$ cat src/rtl/top_pkg.sv
// -----------------------------------------------------------------------------
// top_pkg -- shared types and constants for the six-digit BCD counter.
//   NUM_DIGITS : number of BCD digits in the counter and on the display
//   bcd_t      : one BCD digit (0..9 held in 4 bits)
//   seg_t      : one seven-segment pattern, active-low, {dp,g,f,e,d,c,b,a}
//   SEG_0..9   : segment patterns for each decimal digit, decimal point off
//   SEG_BLANK  : all segments off
// -----------------------------------------------------------------------------
package top_pkg;

  localparam int NUM_DIGITS = 6;

  typedef logic [3:0] bcd_t;
  typedef logic [7:0] seg_t;

  localparam seg_t SEG_0     = 8'hC0;
  localparam seg_t SEG_1     = 8'hF9;
  localparam seg_t SEG_2     = 8'hA4;
  localparam seg_t SEG_3     = 8'hB0;
  localparam seg_t SEG_4     = 8'h99;
  localparam seg_t SEG_5     = 8'h92;
  localparam seg_t SEG_6     = 8'h82;
  localparam seg_t SEG_7     = 8'hF8;
  localparam seg_t SEG_8     = 8'h80;
  localparam seg_t SEG_9     = 8'h90;
  localparam seg_t SEG_BLANK = 8'hFF;

endpackage

$ cat src/rtl/top_seg7_decode.sv
// -----------------------------------------------------------------------------
// seg7_decode -- BCD digit to active-low seven-segment pattern.
//   i_digit : BCD digit, 0..9
//   o_seg   : segment pattern {dp,g,f,e,d,c,b,a}, active-low, dp off
// Codes 10..15 never occur in the counter; they decode to blank.
// -----------------------------------------------------------------------------
module seg7_decode
  import top_pkg::*;
(
  input  bcd_t i_digit,
  output seg_t o_seg
);

  always_comb begin
    case (i_digit)
      4'd0:    o_seg = SEG_0;
      4'd1:    o_seg = SEG_1;
      4'd2:    o_seg = SEG_2;
      4'd3:    o_seg = SEG_3;
      4'd4:    o_seg = SEG_4;
      4'd5:    o_seg = SEG_5;
      4'd6:    o_seg = SEG_6;
      4'd7:    o_seg = SEG_7;
      4'd8:    o_seg = SEG_8;
      4'd9:    o_seg = SEG_9;
      default: o_seg = SEG_BLANK;
    endcase
  end

endmodule

$ cat src/rtl/top.sv
// -----------------------------------------------------------------------------
// top -- six-digit BCD up/down counter with prescaled tick and 7-seg display.
//   TICK_DIV   : clock cycles per count tick (>= 2)
//   ADC_CLK_10 : clock, rising edge
//   KEY[0]     : reset, asynchronous, active-low
//   KEY[1]     : clear pushbutton, active-low, synchronized, level-sensitive
//   SW[0]      : run (1 = count, 0 = hold); SW[1] : direction (0 up, 1 down)
//   SW[9:2]    : unused
//   LEDR       : {run & ~clear, direction, digit1, digit0}
//   HEX0..HEX5 : digits 0..5 (HEX0 least significant), active-low segments
// Build option: define TOP_BLANK_LEADING_ZERO_EN to blank leading zeros on
// HEX5..HEX1; HEX0 always shows its digit.
// -----------------------------------------------------------------------------
module top
  import top_pkg::*;
#(
  parameter int TICK_DIV = 10_000_000
) (
  input  logic       ADC_CLK_10,
  input  logic [1:0] KEY,
  input  logic [9:0] SW,
  output logic [9:0] LEDR,
  output logic [7:0] HEX0,
  output logic [7:0] HEX1,
  output logic [7:0] HEX2,
  output logic [7:0] HEX3,
  output logic [7:0] HEX4,
  output logic [7:0] HEX5
);

  localparam int              PW        = (TICK_DIV > 2) ? $clog2(TICK_DIV) : 1;
  localparam logic [PW-1:0]   PRESC_MAX = PW'(TICK_DIV - 1);

  logic                       w_rst_n;
  logic                       w_run;
  logic                       w_down;
  logic                       w_clear;
  logic                       w_tick;
  logic                       w_unused_sw;
  logic [1:0]                 r_sync;
  logic [PW-1:0]              r_presc;
  bcd_t [NUM_DIGITS-1:0]      r_digits;
  bcd_t [NUM_DIGITS-1:0]      w_digits_step;
  seg_t [NUM_DIGITS-1:0]      w_seg;
  logic [NUM_DIGITS-1:0]      w_blank;

  assign w_rst_n     = KEY[0];
  assign w_run       = SW[0];
  assign w_down      = SW[1];
  assign w_unused_sw = ^SW[9:2];

  // Two-flop synchronizer for the clear button; flops reset to 1 so clear is
  // inactive coming out of reset.
  // NOTE: sequential state uses non-blocking assignments so every flop samples
  // the pre-edge value of the others (r_sync[1] gets the old r_sync[0]).
  always_ff @(posedge ADC_CLK_10 or negedge w_rst_n) begin
    if (!w_rst_n) r_sync <= 2'b11;
    else          r_sync <= {r_sync[0], KEY[1]};
  end

  assign w_clear = ~r_sync[1];
  assign w_tick  = w_run && (r_presc == PRESC_MAX);

  // Prescaler: runs only while run is set, holds otherwise.
  always_ff @(posedge ADC_CLK_10 or negedge w_rst_n) begin
    if (!w_rst_n)     r_presc <= '0;
    else if (w_clear) r_presc <= '0;
    else if (w_run)   r_presc <= w_tick ? '0 : r_presc + 1'b1;
  end

  // One-step increment/decrement with the carry (or borrow) rippling through
  // every digit in the same cycle. A digit at its limit wraps and passes the
  // carry on; the first digit that does not wrap absorbs it.
  // NOTE: every combinational output gets a default first so no path through
  // the block leaves it unassigned, which would infer a latch.
  always_comb begin : step_blk
    logic v_carry;
    w_digits_step = r_digits;
    v_carry       = 1'b1;
    for (int i = 0; i < NUM_DIGITS; i++) begin
      if (v_carry) begin
        if (!w_down) begin
          if (r_digits[i] == 4'd9) w_digits_step[i] = 4'd0;
          else begin
            w_digits_step[i] = r_digits[i] + 4'd1;
            v_carry          = 1'b0;
          end
        end else begin
          if (r_digits[i] == 4'd0) w_digits_step[i] = 4'd9;
          else begin
            w_digits_step[i] = r_digits[i] - 4'd1;
            v_carry          = 1'b0;
          end
        end
      end
    end
  end

  // Clear dominates a coincident tick.
  always_ff @(posedge ADC_CLK_10 or negedge w_rst_n) begin
    if (!w_rst_n)     r_digits <= '0;
    else if (w_clear) r_digits <= '0;
    else if (w_tick)  r_digits <= w_digits_step;
  end

  for (genvar g = 0; g < NUM_DIGITS; g++) begin : g_dec
    seg7_decode u_dec (
      .i_digit (r_digits[g]),
      .o_seg   (w_seg[g])
    );
  end

`ifdef TOP_BLANK_LEADING_ZERO_EN
  // A digit blanks when it and every more significant digit are zero.
  always_comb begin : blank_blk
    logic v_all_zero;
    w_blank    = '0;
    v_all_zero = 1'b1;
    for (int i = NUM_DIGITS - 1; i >= 1; i--) begin
      v_all_zero = v_all_zero && (r_digits[i] == 4'd0);
      w_blank[i] = v_all_zero;
    end
  end
`else
  assign w_blank = '0;
`endif

  assign HEX0 = w_blank[0] ? SEG_BLANK : w_seg[0];
  assign HEX1 = w_blank[1] ? SEG_BLANK : w_seg[1];
  assign HEX2 = w_blank[2] ? SEG_BLANK : w_seg[2];
  assign HEX3 = w_blank[3] ? SEG_BLANK : w_seg[3];
  assign HEX4 = w_blank[4] ? SEG_BLANK : w_seg[4];
  assign HEX5 = w_blank[5] ? SEG_BLANK : w_seg[5];

  assign LEDR = {w_run & ~w_clear, w_down, r_digits[1], r_digits[0]};

endmodule

$ cat config.mk
export PLATFORM = sky130hd
export DESIGN_NAME = top
export DESIGN_NICKNAME = d
export VERILOG_FILES = /design/src/rtl/top_pkg.sv /design/src/rtl/top_seg7_decode.sv /design/src/rtl/top.sv
export SDC_FILE = /design/constraint.sdc
export NUM_CORES = 1
export LEC_CHECK = 0
export BUFFER_PORTS_ARGS = -buffer_cell sky130_fd_sc_hd__buf_2
export CORE_MARGIN = 2
export CORE_UTILIZATION = 56
export CTS_BUF_LIST = sky130_fd_sc_hd__clkbuf_8
export DETAILED_ROUTE_END_ITERATION = 16
export MAX_ROUTING_LAYER = met4
export PLACE_DENSITY_LB_ADDON = 0.2
export RECOVER_POWER = 25
export SETUP_SLACK_MARGIN = 0.02
export SLEW_MARGIN = 20
export SYNTH_ARGS = -nofsm -noshare
export SYNTH_HDL_FRONTEND = slang
export SYNTH_SLANG_ARGS = --single-unit
$ cat constraint.sdc
create_clock -name ADC_CLK_10 -period 3.1 [get_ports ADC_CLK_10]
set_input_delay 0.62 -clock ADC_CLK_10 [delete_from_list [all_inputs] [get_ports ADC_CLK_10]]
set_output_delay 0.62 -clock ADC_CLK_10 [all_outputs]
set_load 0.02 [all_outputs]
==> results of run 1 <==
## where the power goes
group	leakage [nW]	internal, mW	switching, mW
combinational	1.51	0.0350	0.0797
clock	0.0493	0.156	0.216
sequential	0.690	0.657	0.0103
total	2.25	0.849	0.306
## path summary, 6_finish.rpt
check | start | endpoint | slack [ps] | cells after the start
min | r_sync[0]$_DFF_PN1_ | r_sync[1]$_DFF_PN1_ | 360 | 0
min reg2reg | r_sync[0]$_DFF_PN1_ | r_sync[1]$_DFF_PN1_ | 360 | 0
max reg2reg | LEDR[0]$_DFFE_PN0P_ | r_digits[22]$_DFFE_PN0P_ | 340 | 7
max | LEDR[0]$_DFFE_PN0P_ | r_digits[22]$_DFFE_PN0P_ | 340 | 7
max in group asynchronous | KEY[0] | r_sync[1]$_DFF_PN1_ | 1230 | 2
min in group asynchronous | KEY[0] | r_digits[22]$_DFFE_PN0P_ | 710 | 1
## cells by family (layout without fill, tap and decap cells)
logic type                 count (synthesis)  in the layout
and+or+nand+nor                          232            232
other                                      1              6
buffers and inverters                     61            102
DFF                                       50             50
muxes                                      9              9
AOI/OAI and AO/OA                        131            131
xor gates and xnor gates                  28             28
adders and majority gates                 31             31
## cells in the final DEF, fill, tap and decap left out, types with 4 or more instances in the layout
cell / count
or2_2: 7
xnor2_1: 9
inv_1: 21
nand3b_1: 7
ha_1: 31
buf_2: 55
a21oi_1: 44
nand3_1: 19
buf_4: 12
and3_1: 12
clkinv_1: 5
mux2i_1: 8
a31oi_1: 12
o211ai_1: 8
nand4_1: 12
xor2_1: 19
o21ai_0: 31
nand2_1: 51
nor2_1: 73
conb_1: 6
a211oi_1: 5
nor3_1: 12
nand4bb_1: 4
dfrtp_1: 48
a22o_1: 5
nand2b_1: 12
clkbuf_8: 5
## layer usage
metal | up-vias | routed length, um | GRT usage
met5 | - | 0 | -
met1 | 1929 | 4470 | 0.335
li1 | 2005 | - | -
met2 | 127 | 4960 | 0.408
met3 | 14 | 460 | 0.0315
met4 | 0 | 113 | 0.0657
## flip-flops by register name, summed over array words and instances, names as in the netlist
| register | count |
|---|---|
| r_presc | 24 |
| r_digits | 16 |
| LEDR | 8 |
| r_sync | 2 |
## cell type report
cell class | count | area, um^2 | area share
repair buffers | 69 | 373 | 0.0793
multi-input cells | 437 | 2770 | 0.589
well taps | 99 | 124 | 0.0264
clock buffers | 5 | 68.8 | 0.0146
flip-flops and latches | 50 | 1250 | 0.267
inverters | 25 | 93.8 | 0.0200
clock inverters | 3 | 17.5 | 0.00373
## through the flow
| stage | util | hold WS, ps | setup WS (ps) |
|---|---|---|---|
| after global placement | 0.630 | 346 | 378 |
| after floorplan | - | 324 | 521 |
| after detailed placement | 0.630 | 347 | 371 |
| final | 0.641 | 359 | 341 |
| after global routing | 0.641 | 371 | 179 |
| after CTS | 0.642 | 361 | 368 |
## worst register-to-register path, cell delays in order (launching register included)
cell and delay, ps:
dfrtp_1 380, inv_1 140, ha_1 300, or4bb_1 610, a22oi_2 380, nand3_2 210
or2_2 390, o221a_2 230
==> reports/results.tsv, run 1 <==
stage	metric	value	unit
critical_path	cp-start-kind	register	
clock_tree	cts_buffers	5	
critical_path	cp_top_family	simple AND/OR/NAND/NOR gates	
yosys	synth_cell_types	65	
yosys	avgSynthCellArea	7.86	um^2
critical_path	cp.required	3290	ps
floorplanning	die_h	91.3	um
timing	maxSlewHeadroom	-0.0626	
critical_path	crit_chain	inv_1 > ha_1 > or4bb_1 > a22oi_2 > nand3_2 > or2_2 > o221a_2	
cells_and_area	antennaDiodeCount	0	
cells_and_area	instances_no_fill	688	
cells_and_area	drive_above_1_share	0.160	
timing	slew_viol_final	31	
yosys	synthMuxAreaShare	0.0214	
global_routing	grt_pass1_wl	17400	um
cells_and_area	fin_nets	632	
floorplanning	die-area	0.00834	mm^2
timing	tightest_slew	1590	ps
cells_and_area	synthToLayoutAreaGrowth	10.1	%
routing	wirelength	10000	um
yosys	synth-simple-area-share	0.284	
global_routing	antenna_found_initial	0	
yosys	ys_async_sr_fraction	1.00	
global_routing	gr-usage-all-layers	0.251	
yosys	ys_ff_latch	50	
critical_path	critPathKind	register to register	
timing	finalSetupTns	0	ps
critical_path	critical_path.slowest_cell	or4bb_1	
clock_tree	cts_tree	yes	
critical_path	critPathBufInv	1	
placed_design	placed_area	0.00462	mm^2
worst_hold_path	hp-class	register to register	
routing	drt_iter0_drc	317	
timing	hold_viol_final	0	
yosys	synth-xor-area-share	0.0575	
critical_path	slowest_delay	610	ps
clock_tree	postCtsHoldBufs	0	
global_routing	grt_pass1_vias	3802	
placed_design	placedCellCount	680	
routing	dr.pass1.iters	4	
yosys	synth_common_cells	nor2_1, nand2_1, dfrtp_1, a21oi_1	
floorplanning	initial_core_util	0.582	
clock_tree	clockRootBuffer	clkbuf_8	
routing	final_antenna_net_count	0	
power_and_ir_drop	total_power	1.15	mW
status	violations	max-capacitance violations, max-slew violations	
floorplanning	core	0.00733	mm^2
clock_tree	clockBufferDepth	2	
clock_tree	clock-sinks	50	
global_routing	grt_max_degree	31	
global_routing	overflow	0	
floorplanning	row_count	31	
clock_tree	htreeDepth	2	
clock_tree	worstSkewPairLatency	300	ps
yosys	synthAdderAreaFrac	0.0909	
clock_tree	cts_setup_buffers	0	
power_and_ir_drop	powerDensity	246	mW/mm^2
yosys	yosys_most_used_dff	dfrtp_1	
timing	max_freq	363	MHz
yosys	synth_area_leaders	dfrtp_1, ha_1, nor2_1, a21oi_1, nand2_1	
yosys	synth_warnings	0	
power_and_ir_drop	cellLeakagePower	2.25	nW
critical_path	cp-end-kind	register	
power_and_ir_drop	max-vdd-ir-drop	0.000294	V
yosys	synth-compound-area-share	0.190	
timing	grt_setup_unrepaired	false	
status	status	finished with violations	
timing	layout_min_cycle_time	2760	ps
timing	post-route-period-util	0.890	
timing	setup_viol	0	
yosys	synth_top_area_frac	0.281	
routing	detail_route.wl_per_cell	14.5	um
yosys	synth_top_family_by_area	simple AND/OR/NAND/NOR gates	
cells_and_area	nFillCells	633	
critical_path	crit_fanout	7	
routing	via_count	4075	
critical_path	cp.arrival	2950	ps
placed_design	gp_congestion	0.895	
routing	drc_errors	0	
floorplanning	pin_count	71	
clock_tree	cts_resized	0	
yosys	synth-seq-area-share	0.294	
clock_tree	path_clk_slew	90	ps
yosys	synth_cells	543	
run	cap_viol_max_count	1	
placed_design	port_buffers	56	
yosys	synth_area	0.00427	mm^2
yosys	synth.most_common_cell	nor2_1	
cells_and_area	final_area	0.00470	mm^2
timing	finClkSkew	8.91	ps
routing	vias_per_cell	5.92	
yosys	yosys.area.top_type	dfrtp_1	
floorplanning	die_width	91.3	um
placed_design	dp_hpwl	7210	um
yosys	synth-edff-count	0	
(Power assumes the default switching activity.)
==> inputs of run 2 (changes only) <==
--- a/config.mk
+++ b/config.mk
@@ -7,5 +7,6 @@
 export LEC_CHECK = 0
+export ABC_AREA = 1
 export BUFFER_PORTS_ARGS = -buffer_cell sky130_fd_sc_hd__buf_2
 export CORE_MARGIN = 2
-export CORE_UTILIZATION = 56
+export CORE_UTILIZATION = 55
 export CTS_BUF_LIST = sky130_fd_sc_hd__clkbuf_8
==> constraint.sdc (replaced) <==
create_clock -name ADC_CLK_10 -period 3.1 [get_ports ADC_CLK_10]
set_input_delay 0.465 -clock ADC_CLK_10 [delete_from_list [all_inputs] [get_ports ADC_CLK_10]]
set_output_delay 0.465 -clock ADC_CLK_10 [all_outputs]
set_load 0.02 [all_outputs]
==> reports/results.tsv, run 2 <==
stage	metric	value	unit
timing	whs	248	ps
placed_design	dp_hpwl	7910	um
routing	vias_per_cell	5.31	
worst_hold_path	hp-start	KEY[1]	
yosys	synth.most_common_cell	nand2_1	
timing	layout_min_cycle_time	2360	ps
timing	maxSlewHeadroom	0.0116	
global_routing	grt_pass1_vias	3939	
clock_tree	cts_resized	0	
yosys	ys_ff_latch	50	
critical_path	crit_end	HEX0[0]	
power_and_ir_drop	power_frac_comb	0.439	
global_routing	overflow	0	
worst_hold_path	hp-class	primary input to register	
clock_tree	clockBufferDepth	2	
yosys	synth_warnings	0	
critical_path	slowest_delay	560	ps
routing	wirelength	10500	um
yosys	synth_area_leaders	dfrtp_1, nand2_1, ha_1, nand3_1, inv_1	
floorplanning	initial_core_util	0.568	
routing	drc_errors	0	
clock_tree	clock-sinks	50	
routing	drt_iter0_drc	201	
cells_and_area	layout_common_cells	nand2_1, inv_1, nor2_1	
power_and_ir_drop	powerDensity	482	mW/mm^2
timing	grt_setup_unrepaired	false	
cells_and_area	synthToLayoutAreaGrowth	9.22	%
critical_path	worstSetupStartpoint	LEDR[2]$_DFFE_PN0P_	
yosys	avgSynthCellArea	6.66	um^2
floorplanning	die-area	0.00870	mm^2
cells_and_area	largest_reg_flops	24	
yosys	synth-seq-area-share	0.286	
clock_tree	worstSkewPairLatency	310	ps
yosys	synth_common_cells	nand2_1, inv_1, nor2_1, nand3_1, o21ai_0	
critical_path	critPathKind	register to output pin	
floorplanning	row_count	32	
timing	max_freq	424	MHz
yosys	synth_top_area_frac	0.274	
yosys	synth_cells	658	
critical_path	r2r_end	r_digits[22]$_DFFE_PN0P_	
global_routing	grt_max_degree	28	
critical_path	cp.arrival	1890	ps
placed_design	gp_congestion	0.932	
routing	via_count	4280	
timing	post-route-period-util	0.760	
clock_tree	path_clk_slew	100	ps
critical_path	cp-start-kind	register	
cells_and_area	antennaDiodeCount	0	
clock_tree	cts_buffers	5	
cells_and_area	drive_above_1_share	0.139	
yosys	yosys_most_used_dff	dfrtp_1	
floorplanning	die_h	93.3	um
clock_tree	cts_tree	yes	
critical_path	reg2reg_slack	1230	ps
yosys	synth_area	0.00439	mm^2
timing	hold_viol_final	0	
critical_path	r2r_cells	9	
clock_tree	clockRootBuffer	clkbuf_8	
clock_tree	cts_setup_buffers	0	
critical_path	crit_chain	o21ai_0 > o21ai_0 > buf_2	
timing	finalSetupTns	0	ps
global_routing	gr-usage-all-layers	0.256	
cells_and_area	fin_nets	747	
floorplanning	pin_count	71	
yosys	synth-edff-count	0	
power_and_ir_drop	pwr-share-clk	0.205	
clock_tree	htreeDepth	2	
power_and_ir_drop	pwr-share-seq	0.356	
timing	tightest_slew	1480	ps
power_and_ir_drop	p_int	1.29	mW
critical_path	reg2reg_from	LEDR[0]$_DFFE_PN0P_	
timing	slew_viol_final	0	
routing	detail_route.wl_per_cell	13.0	um
yosys	synth_cell_types	40	
cells_and_area	layout_commonest_cell	nand2_1	
critical_path	cp-end-kind	output pin	
placed_design	port_buffers	56	
cells_and_area	final_area	0.00479	mm^2
worst_hold_path	whs_path_depth	1	
clock_tree	postCtsHoldBufs	0	
power_and_ir_drop	power.switching	1.02	mW
floorplanning	die_width	93.3	um
run	cap_viol_max_count	0	
critical_path	cp_common_cell	o21ai_0	
timing	finClkSkew	9.57	ps
power_and_ir_drop	cellLeakagePower	2.55	nW
critical_path	critical_path.slowest_cell	o21ai_0	
cells_and_area	largest-register	r_presc	
critical_path	crit_fanout	13	
floorplanning	core	0.00773	mm^2
yosys	yosys.area.top_type	dfrtp_1	
global_routing	antenna_found_initial	0	
global_routing	grt_pass1_wl	17800	um
routing	final_antenna_net_count	0	
routing	dr.pass1.iters	5	
cells_and_area	nFillCells	742	
timing	setup_viol	0	
yosys	ys_async_sr_fraction	1.00	
status	status	finished, final reports clean	
placed_design	placed_area	0.00468	mm^2
power_and_ir_drop	max-vdd-ir-drop	0.000397	V
critical_path	cp.required	2630	ps
power_and_ir_drop	swShare	0.441	
[run 2: power by group through the flow]
stage | Clock [mW] | Sequential (mW) | Combinational (mW)
floorplan | 0 | 0.784 | 0.778
global placement | 0 | 0.829 | 0.998
detailed placement | 0 | 0.830 | 1.01
CTS | 0.485 | 0.818 | 1.02
global route | 0.516 | 0.836 | 1.13
finish | 0.473 | 0.820 | 1.01
[run 2: final cells by class]
class | instances | area [um^2] | share of cell area
well taps | 102 | 128 | 0.0266
repair buffers | 60 | 309 | 0.0645
clock inverters | 3 | 43.8 | 0.00914
inverters | 79 | 299 | 0.0624
multi-input cells | 507 | 2690 | 0.561
flip-flops and latches | 50 | 1250 | 0.262
clock buffers | 5 | 68.8 | 0.0144
[run 2: per-layer routing]
metal	part of all wire	wire length, um	GRT usage
met1	0.45	4740	0.329
met2	0.49	5130	0.432
met3	0.039	403	0.0274
met4	0.018	185	0.0699
met5	0	0	-
[run 2: how the worst min path moves through the flow]
stage / to / slack [ps]
2_1_floorplan: LEDR[0]$_DFFE_PN0P_ / 170
4_1_cts: r_presc[10]$_DFFE_PN0P_ / 180
5_1_grt: r_sync[0]$_DFF_PN1_ / 230
6_report: r_sync[0]$_DFF_PN1_ / 250
3_3_place_gp: r_sync[1]$_DFF_PN1_ / 350
3_5_place_dp: r_sync[1]$_DFF_PN1_ / 350
[run 2: worst max-delay path, delay by kind of cell (launching register included)]
kind | cells | cell delay, ps
buffers and inverters | 1 | 220
flip-flops | 1 | 550
AO/OA/AOI/OAI | 2 | 820
[run 2: kinds of logic (layout without fill, tap and decap cells)]
group	after synthesis	after routing	share of synthesized area
AOI/OAI and AO/OA	108	108	0.136
xor gates and xnor gates	19	19	0.0379
adders and majority gates	31	31	0.0884
buffers and inverters	106	147	0.106
DFF	50	50	0.286
other	1	6	0.000855
and+or+nand+nor	343	343	0.346
[run 2: per-stage QoR]
step           setup slack (ps)  instances   util  power [mW]
6_report                    744        806  0.620        2.31
5_1_grt                     656        806  0.620        2.48
4_1_cts                     800        806  0.620        2.32
3_5_place_dp               1080        798  0.605        1.84
3_3_place_gp               1110        798  0.605        1.83
2_1_floorplan               992        663      -        1.56
==> inputs of run 3 (changes only) <==
clock period = 2.2 ns   (was 3.1 ns; I/O delays follow)
==> reports/results.tsv, run 3 (synthesis results as in run 2) <==
stage	metric	value	unit
cells_and_area	largest-register	r_presc	
clock_tree	htreeDepth	2	
global_routing	gr-usage-all-layers	0.263	
cells_and_area	largest_reg_flops	24	
floorplanning	initial_core_util	0.568	
floorplanning	die-area	0.00870	mm^2
power_and_ir_drop	max-vdd-ir-drop	0.000495	V
cells_and_area	instances_no_fill	808	
cells_and_area	layout_common_cells	nand2_1, inv_1, nor2_1	
critical_path	slowest_delay	460	ps
clock_tree	cts_setup_buffers	0	
critical_path	cp-end-kind	output pin	
critical_path	critPathKind	register to output pin	
routing	final_antenna_net_count	0	
clock_tree	cts_tree	yes	
cells_and_area	layout_commonest_cell	nand2_1	
clock_tree	clockRootBuffer	clkbuf_8	
critical_path	crit_chain	inv_1 > ha_1 > nand2_1 > inv_1 > o21ai_0 > buf_2	
run	cap_viol_max_count	0	
cells_and_area	antennaDiodeCount	0	
critical_path	cp_common_cell	inv_1	
global_routing	grtUsageMet1	0.337	
routing	wirelength	10700	um
global_routing	met2_usage	0.446	
floorplanning	row_count	32	
worst_hold_path	hp-class	primary input to register	
placed_design	place_ws	349	ps
placed_design	dp_hpwl	8070	um
timing	maxSlewHeadroom	0.413	
cells_and_area	drive_above_1_share	0.144	
timing	setup_viol	0	
placed_design	port_buffers	56	
routing	drc_errors	0	
timing	max_freq	479	MHz
global_routing	grt_pass1_wl	18300	um
routing	drt_iter0_drc	228	
floorplanning	core	0.00773	mm^2
status	status	finished, final reports clean	
critical_path	cp.required	1870	ps
timing	post-route-period-util	0.949	
global_routing	grt-busiest-layer	met2	
cells_and_area	synthToLayoutAreaGrowth	10.3	%
timing	tightest_slew	881	ps
floorplanning	pin_count	71	
power_and_ir_drop	power.switching	1.43	mW
critical_path	crit_fanout	6	
power_and_ir_drop	power_frac_comb	0.422	
routing	detail_route.wl_per_cell	13.2	um
timing	slew_viol_final	0	
floorplanning	die_h	93.3	um
routing	vias_per_cell	5.42	
power_and_ir_drop	pwr-share-clk	0.235	
clock_tree	cts_buffers	5	
timing	whs	116	ps
power_and_ir_drop	swShare	0.422	
timing	layout_min_cycle_time	2090	ps
critical_path	cp-start-kind	register	
power_and_ir_drop	p_int	1.96	mW
critical_path	critical_path.slowest_cell	dfrtp_2	
global_routing	use_met3	0.0314	
floorplanning	die_width	93.3	um
cells_and_area	fin_nets	749	
global_routing	grt_max_degree	33	
routing	via_count	4379	
placed_design	gp_congestion	0.926	
clock_tree	clock-sinks	50	
power_and_ir_drop	powerDensity	703	mW/mm^2
timing	hold_viol_final	0	
global_routing	overflow	0	
timing	finClkSkew	7.84	ps
critical_path	cp.arrival	1760	ps
global_routing	grt_pass1_vias	4038	
power_and_ir_drop	pwr-share-seq	0.343	
placed_design	placedCellCount	799	
clock_tree	path_clk_slew	90	ps
clock_tree	worstSkewPairLatency	300	ps
timing	fin_ws	112	ps
global_routing	antenna_found_initial	0	
clock_tree	clockBufferDepth	2	
timing	finalSetupTns	0	ps
timing	grt_setup_unrepaired	true	
power_and_ir_drop	cellLeakagePower	2.56	nW
routing	dr.pass1.iters	5	
[run 3: cell types whose count changed in the layout (fill, tap and decap cells not counted)]
cell,previous run,this run
clkinv_2,1,0
buf_4,4,3
dfrtp_2,0,4
bufinv_16,1,2
o21ai_0,53,47
clkbuf_8,5,6
o21ai_1,11,17
dlygate4sd3_1,0,1
dfrtp_1,48,44
clkbuf_2,0,1
clkbuf_1,1,2
inv_6,1,0
[run 3: final timing paths]
path | from | end | slack, ps | cells after the start
max in group asynchronous | KEY[0] | r_presc[4]$_DFFE_PN0P_ | 430 | 3
setup / recovery | LEDR[0]$_DFFE_PN0P_ | HEX0[3] | 110 | 6
min in group asynchronous | KEY[0] | r_presc[17]$_DFFE_PN0P_ | 650 | 2
hold reg to reg | r_sync[0]$_DFF_PN1_ | r_sync[1]$_DFF_PN1_ | 360 | 0
setup reg to reg | r_digits[8]$_DFFE_PN0P_ | r_digits[20]$_DFFE_PN0P_ | 320 | 9
hold / removal | KEY[1] | r_sync[0]$_DFF_PN1_ | 120 | 1
[run 3: critical path, delay by kind of cell (launching register included)]
kind	cells	cell delay [ps]
simple gates	1	90
buf+inv	3	400
fa+ha+maj	1	260
compound gates	1	230
flops	1	460
[run 3: repair_timing]
| action | in CTS | in global routing |
|---|---|---|
| setup endpoints to repair | 0 | 20 |
| resized for setup | 0 | 10 |
| hold buffers | 1 | 0 |
| endpoints found under the hold margin | 14 | 0 |
[run 3: cell type report]
type	count	area, um^2
flip-flops and latches	50	1260
fillers	736	2890
inverters	79	299
clock inverters	2	60.1
multi-input cells	507	2690
repair buffers	62	320
clock buffers	6	82.6
well taps	102	128
[run 3: metal layers]
layer	wire, um	vias to the layer above
li1	-	2232
met1	4800	2018
met2	5240	117
met3	501	12
met4	133	0
met5	0	-
[run 3: through the flow]
step	cell area (um^2)	power (mW)	util
4_1_cts	4840	3.41	0.626
5_1_grt	4840	3.64	0.626
3_3_place_gp	4690	2.58	0.606
2_1_floorplan	4400	2.20	-
6_report	4840	3.40	0.626
3_5_place_dp	4690	2.61	0.606
[run 3: power by group through the flow]
stage / sequential (mW) / clock [mW] / combinational, mW
final: 1.17 / 0.797 / 1.44
after global routing: 1.18 / 0.849 / 1.61
after CTS: 1.16 / 0.812 / 1.44
after detailed placement: 1.17 / 0 / 1.43
after global placement: 1.17 / 0 / 1.41
after floorplan: 1.10 / 0 / 1.10
